## config.mk

```make
export PLATFORM = sky130hd
export DESIGN_NAME = result_seg7_scanner
export DESIGN_NICKNAME = d
export VERILOG_FILES = /design/src/rtl/result_seg7_scanner.sv
export SDC_FILE = /design/constraint.sdc
export NUM_CORES = 1
export LEC_CHECK = 0
export ABC_AREA = 1
export CAP_MARGIN = 10
export CORE_UTILIZATION = 55
export DETAILED_ROUTE_END_ITERATION = 16
export HOLD_SLACK_MARGIN = 0.12
export PLACE_DENSITY_LB_ADDON = 0.1
export SYNTH_ARGS = -nofsm -noshare
export SYNTH_HDL_FRONTEND = slang
export SYNTH_SLANG_ARGS = --single-unit
export TNS_END_PERCENT = 30
```

## constraint.sdc

```tcl
create_clock -name clk -period 3.6 [get_ports clk]
set_clock_uncertainty 0.05 [all_clocks]
set_input_delay 0.36 -clock clk [delete_from_list [all_inputs] [get_ports clk]]
set_output_delay 0.36 -clock clk [all_outputs]
set_load 0.05 [all_outputs]
```

## src/rtl/result_seg7_scanner.sv

```systemverilog
// Multiplexed 4-digit hex display for a divider result: latches quotient and
// remainder on done, then scans digits and alternates between the two pages.
module result_seg7_scanner #(
  parameter int SCAN_DIV   = 50000,
  parameter int PAGE_SCANS = 256
) (
  input  logic        clk,
  input  logic        rst,
  input  logic        done,
  input  logic [15:0] quotient,
  input  logic [15:0] remainder,
  output logic [6:0]  seg,
  output logic [3:0]  an,
  output logic        page,
  output logic        valid
);

  localparam int SCAN_W  = (SCAN_DIV > 1) ? $clog2(SCAN_DIV) : 1;
  localparam int FRAME_W = (PAGE_SCANS > 1) ? $clog2(PAGE_SCANS) : 1;
  localparam logic [SCAN_W-1:0]  SCAN_LAST  = SCAN_W'(SCAN_DIV - 1);
  localparam logic [FRAME_W-1:0] FRAME_LAST = FRAME_W'(PAGE_SCANS - 1);

  logic [15:0]        r_quot;
  logic [15:0]        r_rem;
  logic [SCAN_W-1:0]  r_scan;
  logic [FRAME_W-1:0] r_frame;
  logic [1:0]         r_digit;
  logic               r_page;
  logic               r_valid;

  logic [15:0] w_word;
  logic [3:0]  w_nib;

  always_ff @(posedge clk or negedge rst) begin
    if (!rst) begin
      r_quot  <= '0;
      r_rem   <= '0;
      r_scan  <= '0;
      r_frame <= '0;
      r_digit <= '0;
      r_page  <= 1'b0;
      r_valid <= 1'b0;
    end else if (done) begin
      // A new result always restarts the display from digit 0 of the quotient.
      r_quot  <= quotient;
      r_rem   <= remainder;
      r_scan  <= '0;
      r_frame <= '0;
      r_digit <= '0;
      r_page  <= 1'b0;
      r_valid <= 1'b1;
    end else if (r_valid) begin
      if (r_scan == SCAN_LAST) begin
        r_scan  <= '0;
        r_digit <= r_digit + 2'd1;
        if (r_digit == 2'd3) begin
          if (r_frame == FRAME_LAST) begin
            r_frame <= '0;
            r_page  <= ~r_page;
          end else begin
            r_frame <= r_frame + FRAME_W'(1);
          end
        end
      end else begin
        r_scan <= r_scan + SCAN_W'(1);
      end
    end
  end

  always_comb begin
    w_word = r_page ? r_rem : r_quot;
    case (r_digit)
      2'd0:    w_nib = w_word[3:0];
      2'd1:    w_nib = w_word[7:4];
      2'd2:    w_nib = w_word[11:8];
      default: w_nib = w_word[15:12];
    endcase
  end

  always_comb begin
    seg = 7'h00;
    an  = 4'b1111;
    if (r_valid) begin
      an = ~(4'b0001 << r_digit);
      case (w_nib)
        4'h0: seg = 7'h3F;
        4'h1: seg = 7'h06;
        4'h2: seg = 7'h5B;
        4'h3: seg = 7'h4F;
        4'h4: seg = 7'h66;
        4'h5: seg = 7'h6D;
        4'h6: seg = 7'h7D;
        4'h7: seg = 7'h07;
        4'h8: seg = 7'h7F;
        4'h9: seg = 7'h6F;
        4'hA: seg = 7'h77;
        4'hB: seg = 7'h7C;
        4'hC: seg = 7'h39;
        4'hD: seg = 7'h5E;
        4'hE: seg = 7'h79;
        default: seg = 7'h71;
      endcase
    end
  end

  assign page  = r_page;
  assign valid = r_valid;

endmodule

```

Word level (Yosys, flattened, before mapping)
Memories as Yosys holds them, arrays and structs flattened.
Cells that the tools add are included.

operators by class
  $add $sub $neg = 3
  bitwise operators = 2
  eq/ne operators = 5
  shift operators = 1
  multiplexer cells = 20
  reduce and logical (&&, ||, !) cells = 8

operators by type and width
  operator               count
  $mux 16                4
  $mux 8                 5
  $add 16x1->16 const B  1
  $eq 16x16->1 const B   1
  $pmux 4 s3             1
  $add 8x1->8 const B    1
  $eq 8x8->1 const B     1
  $reduce_bool 2->1      4
  $mux 7                 1
  $mux 2                 3
  $mux 1                 5
  $eq 2x2->1 const B     2
  $mux 4                 1
  $not 4->4              1
  $reduce_and 4->1       1
  $shl 1x2->4 const A    1
  $reduce_and 3->1       1
  $add 2x1->2 const B    1
  $eq 2x1->1 const B     1
  $logic_not 2->1        1
  $reduce_and 2->1       1
  $not 1->1              1

word-level totals
  output and inout port bits = 13
  flip-flop bits (word level) = 60
  memory bits (read-only) = 112
  memories kept = 1

memory list
  name              words  bits a word  rd ports  clocked after memory_dff  wr ports  line  RTL
  (name not given)  16     7            1         0                         0         85    case (w_nib)

Depth between registers and ports, before layout
Gate-level depths: netlist (run 1).

  word-level depth = 6
  mapped depth = 17
  gate-level depth less buffers = 16

Worst setup path after synthesis (run 1)
No wires, ideal clock.

  path type = reg2out
  from = register r_page, in the netlist page
  to = output seg[3]
  cell stages (with the launch flop) = 13
  buffers on the path = 0
  arrival time = 2.518 ns
  setup slack = 0.672 ns
  cells stage by stage = dfrtp_1 > inv_2 > a21oi_1 > nand2_1 > nand2_1 > nand2_1 > nand2_1 > inv_1 > ha_1 > nand3b_1 > nand3_1 > nand2_1 > nor2_1

on the way
  cells in the longest elaborated chain, start to end = 4

ends and longest elaborated chain
  element                   line  RTL
  start: declaration        28    logic r_page;
  start signal: assignment  59    r_page <= ~r_page;
  $mux 16                   71    w_word = r_page ? r_rem : r_quot;
  $pmux 4 s3                72    case (r_digit)
  $mem_v2 16x7              -
  $mux 7                    83    if (r_valid) begin
  end: declaration          12    output logic [6:0] seg,

No other way between the ends.

Worst setup path after layout (run 1)
  from = register r_digit[0]
  to = output seg[1]

on the way
  cells in the longest elaborated chain, start to end = 4

ends and longest elaborated chain
  element                             line  RTL
  start: declaration                  27    logic [1:0] r_digit;
  start signal: assignment            55    r_digit <= r_digit + 2'd1;
  $eq 2x2->1 (tied with other cells)  72
  $pmux 4 s3 (*)                      72
  $mem_v2 16x7 (*)                    -
  $mux 7 (*)                          83

Mark *: on every way between the ends. The rest lies on a longest branch, timed or not.

==> impl_metrics.csv, run 1 <==
group,metric,value,unit
run,maxCapViolations,0,
detailed_routing,detail_route.wl_per_cell,13.12,um
grt,grt_start_max_net_pins,42,
worst_setup_path,series_of_cell_instances_along_the_critical_path,"inv_1 > ha_1 > a21oi_1 > nand2_1 > nand2_1 > nand2_1 > nand2_1 > inv_1 > ha_1 > nand3b_1 > nand2_1 > a21oi_1 > dlymetal6s2s_1",
place,io_buffers,47,
cts,cts_buffer_depth,2,
place,post-dp-hpwl,5406,um
cts,path_clk_slew,0.07,ns
worst_setup_path,crit_required,3.19,ns
grt,globalRouteTotalUtil,26.28,%
timing,timing_max_transition_violations_final,0,
power,power.density,523.9,nW/um2
worst_setup_path,cp_slowest_cell,"dlymetal6s2s_1",
floorplan,starting_density,57.77,%
synth,mappedNetlistArea,3461,um2
final_layout,postLayoutCoreUtil,70.70,%
final_layout,finish.net_count,578,
worst_setup_path,critical_path_class,"reg -> out",
grt,grt_use_met2,42.33,%
power,static_leakage,2.158,nW
timing,fin_setup_tns,0,ns
cts,post_cts_setup_repair_buffer_count,0,
cts,tritoncts,"yes",
detailed_routing,drtAntennaViolNets,0,
floorplan,floorplan.die.height,81.33,um
worst_setup_path,worst_path_most_repeated_cell,"nand2_1",
detailed_routing,drt_pass1_iterations,5,
cts,htree_levels,3,
place,place_ws,0.3790,ns
floorplan,num_io_pins,48,
grt,use_met3,5.393,%
synth,synth-seq-cells,60,
timing,report.final.setup_viol,0,
grt,grt_first_pass_wirelength,12980,um
synth,syn_inst,483,
cts,clkLatencyLatePin,0.34,ns
status,run_status,"complete, no violations",
detailed_routing,initial_drt_markers,148,
power,power,2.219,mW
timing,fraction_of_the_cycle_the_final_worst_path_needs,88.93,%
timing,timing.final.ws_setup,0.3986,ns
timing,worst_slew_pin_slew,0.6562,ns
timing,hold_violations,0,
worst_setup_path,critical_path.startpoint_type,"flip-flop",
floorplan,core_region_area,5991,um2
detailed_routing,drt-total-wl,8004,um
grt,grt.met1_usage,33.94,%
timing,maxSlewHeadroom,56.26,%
worst_setup_path,worst_ep_arrival,2.79,ns
min_path,hold_path.class,"reg -> reg",
timing,timing.hold.ws,0.4252,ns
worst_setup_path,cp-end-kind,"output port",
final_layout,layout.filler_cells,486,
final_layout,antenna_cells_inserted,0,
final_layout,seqCellArea,1501,um2
grt,initial_antenna_violation_count,0,
grt,first_global_vias,2872,
detailed_routing,detail_route.drc_violations,0,
synth,yosys_warnings,0,
timing,rsz0062_at_grt,"false",
synth,sequential_to_total_area_share_from_yosys_stat,43.38,%
worst_setup_path,cell_family_with_most_cp_delay,"buffers and inverters",
power,ir_worst_vdd,0.0004518,V
synth,syn_area_per_cell,7.165,um2
final_layout,multiInputGateArea,1724,um2
cts,clock-sinks,60,
timing,finalWorstPathRequiredPeriod,3.201,ns
worst_setup_path,cp_max_fo,9,
timing,max_clk_rate,312.4,MHz
cts,clk_root_buffer_cell,"clkbuf_8",
worst_setup_path,critical-path-max-stage-delay,0.43,ns
place,finalWeightedCongestion,0.8841,
floorplan,num_rows,28,
grt,grt_overflow_total,0,
worst_setup_path,critical_path.n_buffers_inverters,3,
floorplan,overall_die_area,6614,um2
synth,ys_types,33,
synth,synth_fp_nets,531,
detailed_routing,routed-via-count,3168,
floorplan,die_width,81.33,um
detailed_routing,routed_via_density,5.193,
grt,global_route.peak_usage_layer,"met2",
final_layout,synthToLayoutAreaGrowth,22.38,%
cts,numCtsBuffers,9,
final_layout,share_of_layout_cells_above_drive_strength_1,7.290,%
-- Yosys cell counts --
| cell | n | area share [%] |
|---|---|---|
| a21oi_1 | 23 | 3.3 |
| and3b_1 | 1 | 0.25 |
| buf_2 | 8 | 1.2 |
| buf_4 | 2 | 0.43 |
| buf_6 | 1 | 0.33 |
| clkbuf_1 | 5 | 0.54 |
| dfrtp_1 | 60 | 43 |
| ha_1 | 13 | 4.7 |
| inv_1 | 38 | 4.1 |
| inv_2 | 2 | 0.22 |
| nand2_1 | 219 | 24 |
| nand2_2 | 3 | 0.54 |
| nand2_4 | 1 | 0.33 |
| nand3_1 | 23 | 3.3 |
| nand3_2 | 2 | 0.58 |
| nand3b_1 | 1 | 0.22 |
| nand4_1 | 7 | 1.3 |
| nor2_1 | 27 | 2.9 |
| nor2_2 | 1 | 0.18 |
| nor2_4 | 1 | 0.33 |
| nor3_1 | 9 | 1.3 |
| nor3_2 | 1 | 0.29 |
| nor3_4 | 1 | 0.47 |
| nor3b_1 | 3 | 0.65 |
| o211ai_1 | 1 | 0.22 |
| o21ai_0 | 16 | 2.3 |
| o21ai_1 | 4 | 0.58 |
| o21ai_2 | 3 | 0.76 |
| o21bai_1 | 1 | 0.22 |
| or2_0 | 1 | 0.18 |
| or2_2 | 2 | 0.36 |
| xnor2_1 | 1 | 0.25 |
| xor2_1 | 2 | 0.51 |
-- report_power, final --
group	total [mW]	switching [mW]	internal, mW	leakage (nW)
logic	0.686	0.453	0.233	1.27
registers	0.774	0.0448	0.729	0.767
clock network	0.759	0.294	0.465	0.120
total	2.22	0.792	1.43	2.16
-- through the flow --
step           area (um2)  std cells
5_1_grt              4235        610
3_5_place_dp         3963        593
2_1_floorplan        3461        483
4_1_cts              4220        610
3_3_place_gp         3963        593
6_report             4235        610
-- sequential cells by signal (all words and copies together) (netlist names) --
name,flops
r_quot,16
r_rem,16
r_scan,16
r_frame,8
r_digit,2
page,1
valid,1
-- cell type report --
cell class              count  share of cell area [%]
clock buffers               9                   2.925
clock inverters             7                   2.925
inverters                  40                   3.545
multi-input cells         367                   40.71
flip-flops and latches     60                   35.45
well taps                  75                   2.216
repair buffers             52                   12.23
-- placed cells by master (no fill, tap or decap), drive strengths merged --
master,Yosys,layout
dlygate4sd3,0,1
dfrtp,60,60
and3b,1,1
nor2,29,29
nand4,7,7
nand3,25,25
xor2,2,2
clkdlybuf4s50,0,39
nor3,11,11
xnor2,1,1
o21bai,1,1
bufinv,0,3
o21ai,23,23
buf,11,6
a21oi,23,23
clkinvlp,0,1
ha,13,13
clkinv,0,2
inv,40,41
o211ai,1,1
nand2,223,223
nand3b,1,1
dlymetal6s2s,0,6
clkbuf,5,9
nor3b,3,3
or2,3,3
-- metal layers --
layer	up-vias	wire, um
li1	1611	-
met5	-	0
met3	15	424
met2	74	3742
met1	1468	3648
met4	0	187
-- timing repair --
action,4_1_cts,5_1_grt
endpoints found under the setup margin,0,6
gates resized for setup,0,6
hold endpoints to repair,19,0
hold buffers,1,0
-- logic make-up (layout without fill, tap and decap cells) --
kind of cell,after synthesis,after routing,share of synthesized area (%)
and+or+nand+nor,303,303,36.95
adders and majority gates,13,13,4.700
xor gates and xnor gates,3,3,0.7594
DFF,60,60,43.38
buffers and inverters,56,108,6.797
AOI/OAI and AO/OA,48,48,7.412
-- worst paths after layout --
path / depth (start not counted) / slack [ns] / start / endpoint
setup / recovery: 13 / 0.40 / r_digit[0]$_DFFE_PN0P_ / seg[1]
setup reg to reg: 5 / 1.56 / valid$_DFFE_PN0P_ / r_frame[7]$_DFFE_PN0P_
hold reg to reg: 2 / 0.43 / r_rem[15]$_DFFE_PN0P_ / r_rem[15]$_DFFE_PN0P_
max in group asynchronous: 3 / 2.17 / rst / r_quot[15]$_DFFE_PN0P_
hold / removal: 2 / 0.43 / r_rem[15]$_DFFE_PN0P_ / r_rem[15]$_DFFE_PN0P_
min in group asynchronous: 2 / 0.44 / rst / r_rem[2]$_DFFE_PN0P_
-- tightest hold or removal path: cells and delay by family (launching register included) --
| family | cells | cell delay [ns] |
|---|---|---|
| AND/OR/NAND/NOR | 2 | 0.10 |
| flip-flops | 1 | 0.35 |
Note: power is estimated with default switching activity, not from simulation.
==> run 2: changes to the inputs <==
DONT_BUFFER_PORTS = 1   (was not set)
SKIP_LAST_GASP = 1   (was not set)
==> run 2 against run 1 <==
Against the previous run: register-to-register slack worse by 0.26 ns; sequential share of layout area is 0.88 points higher; fmax is 2.5% higher; core utilization is 1.7 points lower; cell area is 2.4% lower; setup slack better by 0.077 ns; die area stayed put; via count stayed put; total power is 5.5% lower; largest cell class unchanged; highest routed layer unchanged.
==> impl_metrics.csv, run 2 (same netlist as run 1, synthesis figures left out) <==
group,metric,value,unit
floorplan,die_width,81.33,um
detailed_routing,drtAntennaViolNets,0,
worst_setup_path,worst_ep_arrival,2.71,ns
worst_setup_path,critical_path_class,"reg -> out",
power,static_leakage,2.104,nW
timing,maxSlewHeadroom,22.50,%
cts,clk_root_buffer_cell,"clkbuf_8",
grt,initial_antenna_violation_count,0,
detailed_routing,drt-total-wl,8221,um
timing,report.final.setup_viol,0,
cts,cts_resized,0,
cts,path_clk_slew,0.06,ns
cts,clock-sinks,60,
power,ir_worst_vdd,0.0003407,V
cts,clkLatencyLatePin,0.34,ns
status,run_status,"complete, no violations",
floorplan,overall_die_area,6614,um2
run,maxCapViolations,0,
worst_setup_path,critical_path.startpoint_type,"flip-flop",
cts,hold_buffers,36,
grt,globalRouteTotalUtil,27.39,%
floorplan,num_io_pins,48,
floorplan,core_region_area,5991,um2
floorplan,floorplan.die.height,81.33,um
final_layout,antenna_cells_inserted,0,
cts,htree_levels,3,
worst_setup_path,r2r_setup_slack,1.30,ns
final_layout,finish.net_count,571,
timing,fin_setup_tns,0,ns
detailed_routing,drt_pass1_iterations,4,
final_layout,mostFrequentLayoutCells,"nand2_1, dfrtp_1, inv_1",
final_layout,share_of_layout_cells_above_drive_strength_1,7.765,%
place,place_inst,551,
timing,timing_max_transition_violations_final,0,
power,power.density,507.5,nW/um2
min_path,hold_path.class,"in -> reg",
detailed_routing,routed_via_density,5.254,
worst_setup_path,timing.rr.start,"r_digit[1]$_DFFE_PN0P_",
cts,cts_buffer_depth,2,
worst_setup_path,critical_path.endpoint,"seg[3]",
min_path,hold-path-cell-count,3,
detailed_routing,detail_route.wl_per_cell,13.63,um
place,finalWeightedCongestion,0.8950,
detailed_routing,detail_route.drc_violations,0,
cts,post_cts_setup_repair_buffer_count,0,
worst_setup_path,reg2reg_to,"r_frame[7]$_DFFE_PN0P_",
cts,numCtsBuffers,9,
worst_setup_path,worst_setup_path_startpoint,"r_digit[0]$_DFFE_PN0P_",
place,io_buffers,0,
detailed_routing,routed-via-count,3168,
grt,grt_overflow_total,0,
detailed_routing,initial_drt_markers,147,
timing,finalWorstPathRequiredPeriod,3.124,ns
timing,worst_slew_pin_slew,1.159,ns
timing,rsz0062_at_grt,"false",
worst_setup_path,cp-end-kind,"output port",
worst_setup_path,crit_required,3.19,ns
grt,grt_first_pass_wirelength,13470,um
final_layout,layout.cells.non_filler,603,
grt,grt_start_max_net_pins,61,
timing,hold_violations,0,
final_layout,synthToLayoutAreaGrowth,19.41,%
worst_setup_path,cp_max_fo,9,
floorplan,num_rows,28,
final_layout,biggestRegsByFlops,"r_quot (16), r_rem (16), r_scan (16)",
place,placement.cell_area,3537,um2
place,post-dp-hpwl,5217,um
floorplan,starting_density,57.77,%
timing,fraction_of_the_cycle_the_final_worst_path_needs,86.79,%
grt,first_global_vias,3032,
final_layout,final_common_cell,"nand2_1",
final_layout,final_area,4133,um2
cts,tritoncts,"yes",
worst_setup_path,worst_r2r_path_depth,6,
timing,max_clk_rate,320.1,MHz
run 2: changes by cell type in the layout (fill, tap and decap cells not counted), moves of 2 or more:
cell / before / now
clkinv_4: 2 / 0
buf_4: 5 / 9
clkdlybuf4s50_1: 39 / 0
dlymetal6s2s_1: 6 / 0
clkbuf_1: 0 / 2
dlygate4sd3_1: 1 / 35
run 2: per-stage QoR:
| step | hold slack, ns | power (mW) | util [%] | setup WS, ns |
|---|---|---|---|---|
| floorplan | 0.01441 | 1.257 | - | 0.6719 |
| global placement | 0.01545 | 1.372 | 59.04 | 0.9480 |
| detailed placement | 0.01555 | 1.383 | 59.04 | 0.8384 |
| CTS | 0.1212 | 2.119 | 68.99 | 0.4458 |
| global route | 0.1331 | 2.226 | 68.99 | 0.1827 |
| finish | 0.1406 | 2.097 | 68.99 | 0.4755 |
run 2: worst min-delay path by stage:
stage,startpoint,to,slack (ns)
after detailed placement,rst,r_rem[6]$_DFFE_PN0P_,0.02
after CTS,done,r_frame[4]$_DFFE_PN0P_,0.12
after global routing,done,r_frame[2]$_DFFE_PN0P_,0.13
after floorplan,rst,page$_DFFE_PN0P_,0.01
final,done,r_frame[4]$_DFFE_PN0P_,0.14
after global placement,rst,r_rem[6]$_DFFE_PN0P_,0.02
run 2: power by group:
group	switching, mW	internal, mW	total (mW)
Clock	0.261	0.408	0.669
Combinational	0.454	0.200	0.654
Sequential	0.0451	0.730	0.775
run 2: final cells by class:
| class | instances | area, um2 |
|---|---|---|
| fillers | 523 | 1858 |
| multi-input cells | 367 | 1724 |
| flip-flops and latches | 60 | 1501 |
| repair buffers | 45 | 445.4 |
| inverters | 40 | 150.1 |
| clock buffers | 12 | 145.1 |
| well taps | 75 | 93.84 |
| clock inverters | 4 | 72.57 |
run 2: metal layers:
metal	routed length, um	up-vias	GRT usage (%)
li1	-	1595	-
met3	463	8	7.416
met5	0	-	0
met4	85	0	11.79
met2	4059	85	47.00
met1	3613	1480	31.88
run 2: worst max-delay path: stages, from the launching register on:
cell and delay (ns):
dfrtp_1 0.41, inv_1 0.14, ha_1 0.35, nand2_1 0.09
nand2_1 0.08, inv_1 0.04, nand2_1 0.04, nand2_1 0.05
nand2_1 0.05, nand2_1 0.14, inv_1 0.14, ha_1 0.23
nand3b_1 0.17, nand3_1 0.10, nand2_1 0.05, nor2_1 0.09
buf_4 0.20
==> run 3: changes to the inputs <==
SLEW_MARGIN = 20   (was not set)
==> run 3 against run 2 <==
Against the previous run: total power hardly changed; global-route usage unchanged; fmax about the same; via count hardly changed; largest cell class unchanged.
==> impl_metrics.csv, run 3 (same netlist as run 1, synthesis figures left out) <==
group,metric,value,unit
status,run_status,"complete, no violations",
final_layout,multiInputGateArea,1724,um2
worst_setup_path,critical_path.n_buffers_inverters,4,
power,p_int,1.337,mW
detailed_routing,detail_route.wl_per_cell,13.65,um
worst_setup_path,series_of_cell_instances_along_the_critical_path,"inv_1 > ha_1 > nand2_1 > nand2_1 > inv_1 > nand2_1 > nand2_1 > nand2_1 > nand2_1 > inv_1 > ha_1 > nand3b_1 > nand3_1 > nand2_1 > nor2_1 > buf_4",
final_layout,final_common_cell,"nand2_1",
place,finalWeightedCongestion,0.8950,
power,switchingPower,0.7594,mW
timing,fin_setup_tns,0,ns
timing,timing.final.ws_setup,0.4754,ns
timing,hold_violations,0,
cts,post_cts_setup_repair_buffer_count,0,
final_layout,mostFrequentLayoutCells,"nand2_1, dfrtp_1, inv_1",
power,switching_share,36.22,%
worst_setup_path,cp-end-kind,"output port",
cts,cts_buffer_depth,2,
worst_setup_path,cell_family_with_most_cp_delay,"simple AND/OR/NAND/NOR gates",
final_layout,biggestRegsByFlops,"r_quot (16), r_rem (16), r_scan (16)",
final_layout,finish.net_count,571,
final_layout,antenna_cells_inserted,0,
worst_setup_path,critical-path-max-stage-delay,0.41,ns
timing,finalWorstPathRequiredPeriod,3.125,ns
detailed_routing,drt-total-wl,8230,um
timing,max_clk_rate,320.0,MHz
cts,tritoncts,"yes",
detailed_routing,routed_via_density,5.259,
cts,htree_levels,3,
place,post-dp-hpwl,5217,um
grt,grt_start_max_net_pins,61,
power,p_comb_share,31.2,%
cts,clkLatencyLatePin,0.34,ns
detailed_routing,detail_route.drc_violations,0,
timing,timing.hold.ws,0.1405,ns
grt,globalRouteTotalUtil,27.39,%
place,place_ws,0.8384,ns
cts,numCtsBuffers,9,
grt,first_global_vias,3032,
worst_setup_path,cp_max_fo,9,
timing,rsz0062_at_grt,"false",
detailed_routing,drtAntennaViolNets,0,
timing,fraction_of_the_cycle_the_final_worst_path_needs,86.79,%
floorplan,num_rows,28,
grt,grt_overflow_total,0,
worst_setup_path,worst_path_most_repeated_cell,"nand2_1",
power,ir_worst_vdd,0.0003417,V
floorplan,starting_density,57.77,%
power,p_seq_share,37.0,%
floorplan,num_io_pins,48,
run,maxCapViolations,0,
floorplan,die_width,81.33,um
cts,path_clk_slew,0.06,ns
power,static_leakage,2.103,nW
cts,clock-sinks,60,
place,io_buffers,0,
power,share_clk_of_total_power,31.9,%
worst_setup_path,critical_path.startpoint_type,"flip-flop",
floorplan,floorplan.die.height,81.33,um
detailed_routing,routed-via-count,3171,
final_layout,seqCellArea,1501,um2
min_path,hold_path.class,"in -> reg",
worst_setup_path,cp_slowest_cell,"dfrtp_1",
timing,timing_max_transition_violations_final,0,
worst_setup_path,critical_path_class,"reg -> out",
worst_setup_path,crit_required,3.19,ns
final_layout,share_of_layout_cells_above_drive_strength_1,7.955,%
detailed_routing,initial_drt_markers,147,
timing,maxSlewHeadroom,61.62,%
floorplan,core_region_area,5991,um2
detailed_routing,drt_pass1_iterations,4,
timing,report.final.setup_viol,0,
final_layout,synthToLayoutAreaGrowth,19.27,%
floorplan,overall_die_area,6614,um2
grt,initial_antenna_violation_count,0,
final_layout,layout.filler_cells,523,
power,power.density,508.0,nW/um2
cts,clk_root_buffer_cell,"clkbuf_8",
timing,worst_slew_pin_slew,0.5757,ns
grt,grt_first_pass_wirelength,13470,um
worst_setup_path,worst_ep_arrival,2.71,ns
==> run 3: changes by cell type in the layout (fill, tap and decap cells not counted) <==
| cell | before | now |
|---|---|---|
| dlygate4sd3_1 | 35 | 34 |
| buf_2 | 0 | 1 |
==> run 3: path summary, 6_finish.rpt <==
check / depth (start not counted) / slack, ns / from / endpoint
max: 16 / 0.48 / r_digit[0]$_DFFE_PN0P_ / seg[3]
min: 3 / 0.14 / done / r_frame[4]$_DFFE_PN0P_
max reg2reg: 6 / 1.30 / r_digit[1]$_DFFE_PN0P_ / r_frame[7]$_DFFE_PN0P_
min reg2reg: 2 / 0.42 / r_quot[13]$_DFFE_PN0P_ / r_quot[13]$_DFFE_PN0P_
max in group asynchronous: 2 / 2.75 / rst / r_frame[0]$_DFFE_PN0P_
min in group asynchronous: 2 / 0.50 / rst / r_rem[6]$_DFFE_PN0P_
==> run 3: tightest hold or removal path: cells and delay by family <==
family           cells  cell delay (ns)
and+or+nand+nor      3             0.13
==> run 3: area by class of cell <==
type | count | area share (%)
Clock buffer | 12 | 3.516
Clock inverter | 4 | 1.758
Inverter | 40 | 3.637
Multi-Input combinational cell | 367 | 41.77
Sequential cell | 60 | 36.37
Tap cell | 75 | 2.273
Timing Repair Buffer | 45 | 10.67
==> run 3: power groups by stage <==
stage | combinational (mW) | clock, mW | sequential (mW)
2_1_floorplan | 0.479 | 0 | 0.777
3_3_place_gp | 0.589 | 0 | 0.784
3_5_place_dp | 0.599 | 0 | 0.784
4_1_cts | 0.654 | 0.692 | 0.773
5_1_grt | 0.732 | 0.714 | 0.780
6_report | 0.653 | 0.669 | 0.775
==> run 3: metrics by stage <==
| step | util (%) | instance area, um2 | power, mW | std cells |
|---|---|---|---|---|
| 2_1_floorplan | - | 3461 | 1.257 | 483 |
| 3_3_place_gp | 59.04 | 3537 | 1.372 | 551 |
| 3_5_place_dp | 59.04 | 3537 | 1.383 | 551 |
| 4_1_cts | 68.99 | 4133 | 2.119 | 603 |
| 5_1_grt | 68.90 | 4128 | 2.226 | 603 |
| 6_report | 68.90 | 4128 | 2.097 | 603 |
==> run 3: what timing repair did <==
action | 4_1_cts | 5_1_grt
gates resized for setup | 0 | 0
hold buffers | 36 | 0
hold endpoints to repair | 92 | 0
==> run 3: metal layers <==
layer  vias up  GRT usage (%)  share of wire [%]
li1       1597              -                  -
met1      1482          31.88                 44
met2        84          47.00                 49
met3         8          7.416                5.5
met4         0          11.79                1.0
met5         -              0                  0
